===== src/rtl/pipe_skid_reg.sv =====
// Two-entry skid register stage: a main entry drives the outputs and a skid entry
// absorbs one beat of back-pressure, so in_ready never depends on out_ready.
//
//   state | meaning
//   ------+-------------------------------------------------
//   EMPTY | no beat held, out_valid low
//   ONE   | main entry holds a beat, skid entry free
//   TWO   | main and skid entries both hold beats, in_ready low
module pipe_skid_reg #(
  parameter int DATA_W = 64,
  parameter int CNT_W  = 16
) (
  input  logic              clk,
  input  logic              reset,
  input  logic              in_valid,
  output logic              in_ready,
  input  logic [DATA_W-1:0] in_data,
  input  logic              in_halt,
  input  logic              flush,
  output logic              out_valid,
  input  logic              out_ready,
  output logic [DATA_W-1:0] out_data,
  output logic              out_halt,
  output logic              halted,
  output logic [1:0]        occupancy,
  output logic [CNT_W-1:0]  stall_cnt
);

  typedef enum logic [1:0] {
    EMPTY = 2'd0,
    ONE   = 2'd1,
    TWO   = 2'd2
  } state_t;

  state_t            state;
  logic [DATA_W-1:0] main_data;
  logic              main_halt;
  logic [DATA_W-1:0] skid_data;
  logic              skid_halt;
  logic              halt_pending;

  logic accept;
  logic xfer;
  logic stall_event;

  // in_ready is a pure function of registered state
  assign in_ready    = (state != TWO) && !halt_pending && !halted;
  assign out_valid   = (state != EMPTY);
  assign out_data    = main_data;
  assign out_halt    = main_halt;
  assign occupancy   = state;

  assign accept      = in_valid && in_ready;
  assign xfer        = out_valid && out_ready;
  assign stall_event = out_valid && !out_ready;

  always_ff @(posedge clk) begin
    if (reset) begin
      state        <= EMPTY;
      main_data    <= '0;
      main_halt    <= 1'b0;
      skid_data    <= '0;
      skid_halt    <= 1'b0;
      halt_pending <= 1'b0;
      halted       <= 1'b0;
      stall_cnt    <= '0;
    end else begin
      if (stall_event && (stall_cnt != {CNT_W{1'b1}})) begin
        stall_cnt <= stall_cnt + CNT_W'(1);
      end

      // a transfer during flush is still taken downstream
      if (xfer && main_halt) begin
        halted <= 1'b1;
      end

      if (flush) begin
        state        <= EMPTY;
        main_data    <= '0;
        main_halt    <= 1'b0;
        skid_data    <= '0;
        skid_halt    <= 1'b0;
        halt_pending <= 1'b0;
      end else begin
        if (xfer && main_halt) begin
          halt_pending <= 1'b0;
        end else if (accept && in_halt) begin
          halt_pending <= 1'b1;
        end

        case (state)
          EMPTY: begin
            if (accept) begin
              main_data <= in_data;
              main_halt <= in_halt;
              state     <= ONE;
            end
          end
          ONE: begin
            if (accept && xfer) begin
              main_data <= in_data;
              main_halt <= in_halt;
            end else if (accept) begin
              skid_data <= in_data;
              skid_halt <= in_halt;
              state     <= TWO;
            end else if (xfer) begin
              state <= EMPTY;
            end
          end
          TWO: begin
            if (xfer) begin
              main_data <= skid_data;
              main_halt <= skid_halt;
              state     <= ONE;
            end
          end
          default: state <= EMPTY;
        endcase
      end
    end
  end

endmodule


===== config.mk =====
export PLATFORM = sky130hd
export DESIGN_NAME = pipe_skid_reg
export DESIGN_NICKNAME = d
export VERILOG_FILES = /design/src/rtl/pipe_skid_reg.sv
export SDC_FILE = /design/constraint.sdc
export NUM_CORES = 1
export LEC_CHECK = 0
export ABC_AREA = 1
export BUFFER_PORTS_ARGS = -buffer_cell sky130_fd_sc_hd__buf_2
export CAP_MARGIN = 20
export CORE_MARGIN = 5
export CORE_UTILIZATION = 50
export CTS_CLUSTER_SIZE = 24
export DETAILED_ROUTE_END_ITERATION = 12
export PLACE_DENSITY = 0.79
export SLEW_MARGIN = 20
export SYNTH_ARGS = -nofsm -noshare
export SYNTH_HDL_FRONTEND = slang
export SYNTH_SLANG_ARGS = --single-unit

===== constraint.sdc =====
create_clock -name clk -period 2.15 [get_ports clk]
set_input_delay 0.43 -clock clk [delete_from_list [all_inputs] [get_ports clk]]
set_output_delay 0.43 -clock clk [all_outputs]
set_load 0.02 [all_outputs]

==> metrics.txt <==
Yosys top cell by area dfxtp_1; Final period util 90.13%; area of the core 12,620 um2; total number of vias 6,151; RSZ-0062 raised after global routing no; routed len/inst 13.18 um; CTS tree built; skew final 5.664 ps; Syn Inst Count 920; first-pass GRT wire length 26.02 mm; die area 15,200 um2; Async SR Flop Fraction 0%; Die X 123.3 um; H-tree Lvls 4; Post-synth EDFFs 0; Most Frequent Cell on Critical Path nor2_1; Gate power share 9.5%; Routed WL 16.24 mm; Die Y 123.3 um; Avg Vias per Cell 4.993; HP Class in2reg; CTS resizes 0; Sw Ratio 24.15%; Max Freq 516.1 MHz; Slew @ Worst Pin 937.8 ps; starting density of the core 50.85%; fin area 7782 um2; Post-CTS Hold Buffers 0; Max VDD drop 0.5242 mV; final core utilization 61.67%; worst-path fanout max 66; placed cell area 7233 um2; Clock Latency Late Sink 420 ps; root buffer cell clkbuf_16; top cell type's share of synthesized area 46.79%; Distinct cells, synth 27; final hold vios 0; Finished Layout Cells 1,232; area grow syn2layout 21.27%; CP max stage delay 530 ps; net switching power 1.514 mW; total CTS buffers 17; pin count of the biggest net entering global routing 101; Routed Antenna Nets 0; Total GRT Usage 21.62%; Final min period 1938 ps; share of total power in sequential cells 46.3%; Slew headroom 37.48%; Setup crit end kind flip-flop; CP max stage cell buf_4; Layout Nets 1,118; syn nets 991; Mapped Avg Cell Area 6.975 um2; synth top area cells dfxtp_1 (47%), nor2_1 (12%), o21ai_0 (11%); number of I/O port buffers 155; Yosys reg bits 150; Detailed Place HPWL 10.32 mm; Final Max Tran Viols 0; Crit Path Category reg2reg; Pint 4.756 mW; dpl cells 1,200; Max-Cap Viols 0; most frequent cell after synthesis nor2_1; Required @ worst endpoint 2510 ps; Total Neg Setup Slack 0 ps; synthesized area 6417 um2; startpoint types flip-flop; final setup fails 0; Post CTS Setup Buffer Count 0; DR DRC count 0; clk slew on worst S/H paths 60 ps; initial antenna violation count 2; via count of the first global-routing pass 5,339; data arrival time of the critical path 2290 ps; drt first pass iters 5; routability cong. 0.8148; io pins 156; status completed; cells along the critical path nor2_1, nor2_2, inv_2, nand2_2, buf_4, o21ai_0, nor2_1; Clock Path Buffers 2; Seq/Total Area, Yosys 46.79%; Post-synth top cells nor2_1 (211), nand2_1 (186), dfxtp_1 (150); clock sink total 150; Remaining Overflow, GRT 0; Lkg Pwr 3.538 nW; P per Cell Area 805.6 nW/um2; share of post-route cells with drive strength above 1 20.79%; DR iter-0 viols 545; Synth Warn # 0; ys flop type dfxtp_1; row count 41; Clk network pwr share 44.2%
## through the flow
step / setup slack (ps) / power [mW] / hold slack (ps)
floorplan: 220.0 / 3.341 / 424.5
global placement: 215.1 / 3.551 / 432.3
detailed placement: 251.3 / 3.559 / 437.6
CTS: 208.8 / 6.301 / 233.6
global route: 40.97 / 6.519 / 244.2
finish: 212.3 / 6.270 / 247.5
## registers in the layout, summed over array words and instances (netlist names)
signal and cells:
halt_pending 1, skid_halt 1, stall_cnt 16, out_data 64, out_halt 1, occupancy 2
skid_data 64, halted 1
## power groups by stage
| stage | combinational [mW] | clock (mW) | sequential [mW] |
|---|---|---|---|
| final | 0.596 | 2.77 | 2.90 |
| after global routing | 0.670 | 2.94 | 2.91 |
| after CTS | 0.602 | 2.80 | 2.90 |
| after detailed placement | 0.598 | 0 | 2.96 |
| after global placement | 0.592 | 0 | 2.96 |
| after floorplan | 0.307 | 0 | 3.03 |
## cells by family (layout without fill, tap and decap cells)
logic type               Yosys count  after routing  share of synthesized area (%)
XOR/XNOR                           7              7                         0.9554
other                              0              2                              0
buffers and inverters            113            251                          7.721
AO/OA/AOI/OAI                    223            223                          18.27
AND/OR/NAND/NOR                  426            426                          26.07
flip-flops                       150            150                          46.79
adder cells (fa/ha/maj)            1              1                         0.1949
## worst paths after layout
check	start	to	slack, ps	depth (start not counted)
hold / removal	in_data[0]	skid_data[0]	250	3
hold reg to reg	skid_data[44]	skid_data[44]	450	2
setup reg to reg	occupancy[1]	out_data[63]	210	7
setup / recovery	occupancy[1]	out_data[63]	210	7
## worst max-delay path: cells and delay by family, from the launching register on
kind,cells,cell delay (ps)
AO/OA/AOI/OAI,1,190
buffers and inverters,2,610
flip-flops,1,470
AND/OR/NAND/NOR,4,520
## cell usage in the layout (no fill, tap or decap), types with 4 or more instances in the layout
| cell type | count |
|---|---|
| a21oi_1 | 41 |
| a21oi_2 | 10 |
| buf_2 | 155 |
| buf_4 | 11 |
| clkbuf_1 | 5 |
| clkbuf_16 | 17 |
| clkbuf_8 | 4 |
| dfxtp_1 | 150 |
| inv_1 | 49 |
| inv_2 | 4 |
| nand2_1 | 185 |
| nand3_1 | 9 |
| nand4_1 | 7 |
| nor2_1 | 211 |
| nor2_2 | 5 |
| o21ai_0 | 146 |
| o21ai_1 | 23 |
| xnor2_1 | 4 |
## final cells by class
| cell class | instances | area, um2 |
|---|---|---|
| antenna | 2 | 5.005 |
| inverter | 54 | 205.2 |
| clock buffer | 26 | 499.2 |
| timing repair buffer | 167 | 878.3 |
| clock inverter | 4 | 45.04 |
| sequential | 150 | 3003 |
| fill | 1232 | 4837 |
| tap | 172 | 215.2 |
| multi-input combinational | 657 | 2932 |
## metal layers
| metal | part of all wire (%) | GRT usage (%) | wire (um) |
|---|---|---|---|
| met5 | 0 | 0 | 0 |
| met4 | 1.9 | 8.512 | 310 |
| met3 | 7.5 | 6.404 | 1219 |
| met2 | 46 | 32.62 | 7466 |
| met1 | 45 | 29.10 | 7239 |
Note: power is estimated with default switching activity, not from simulation.
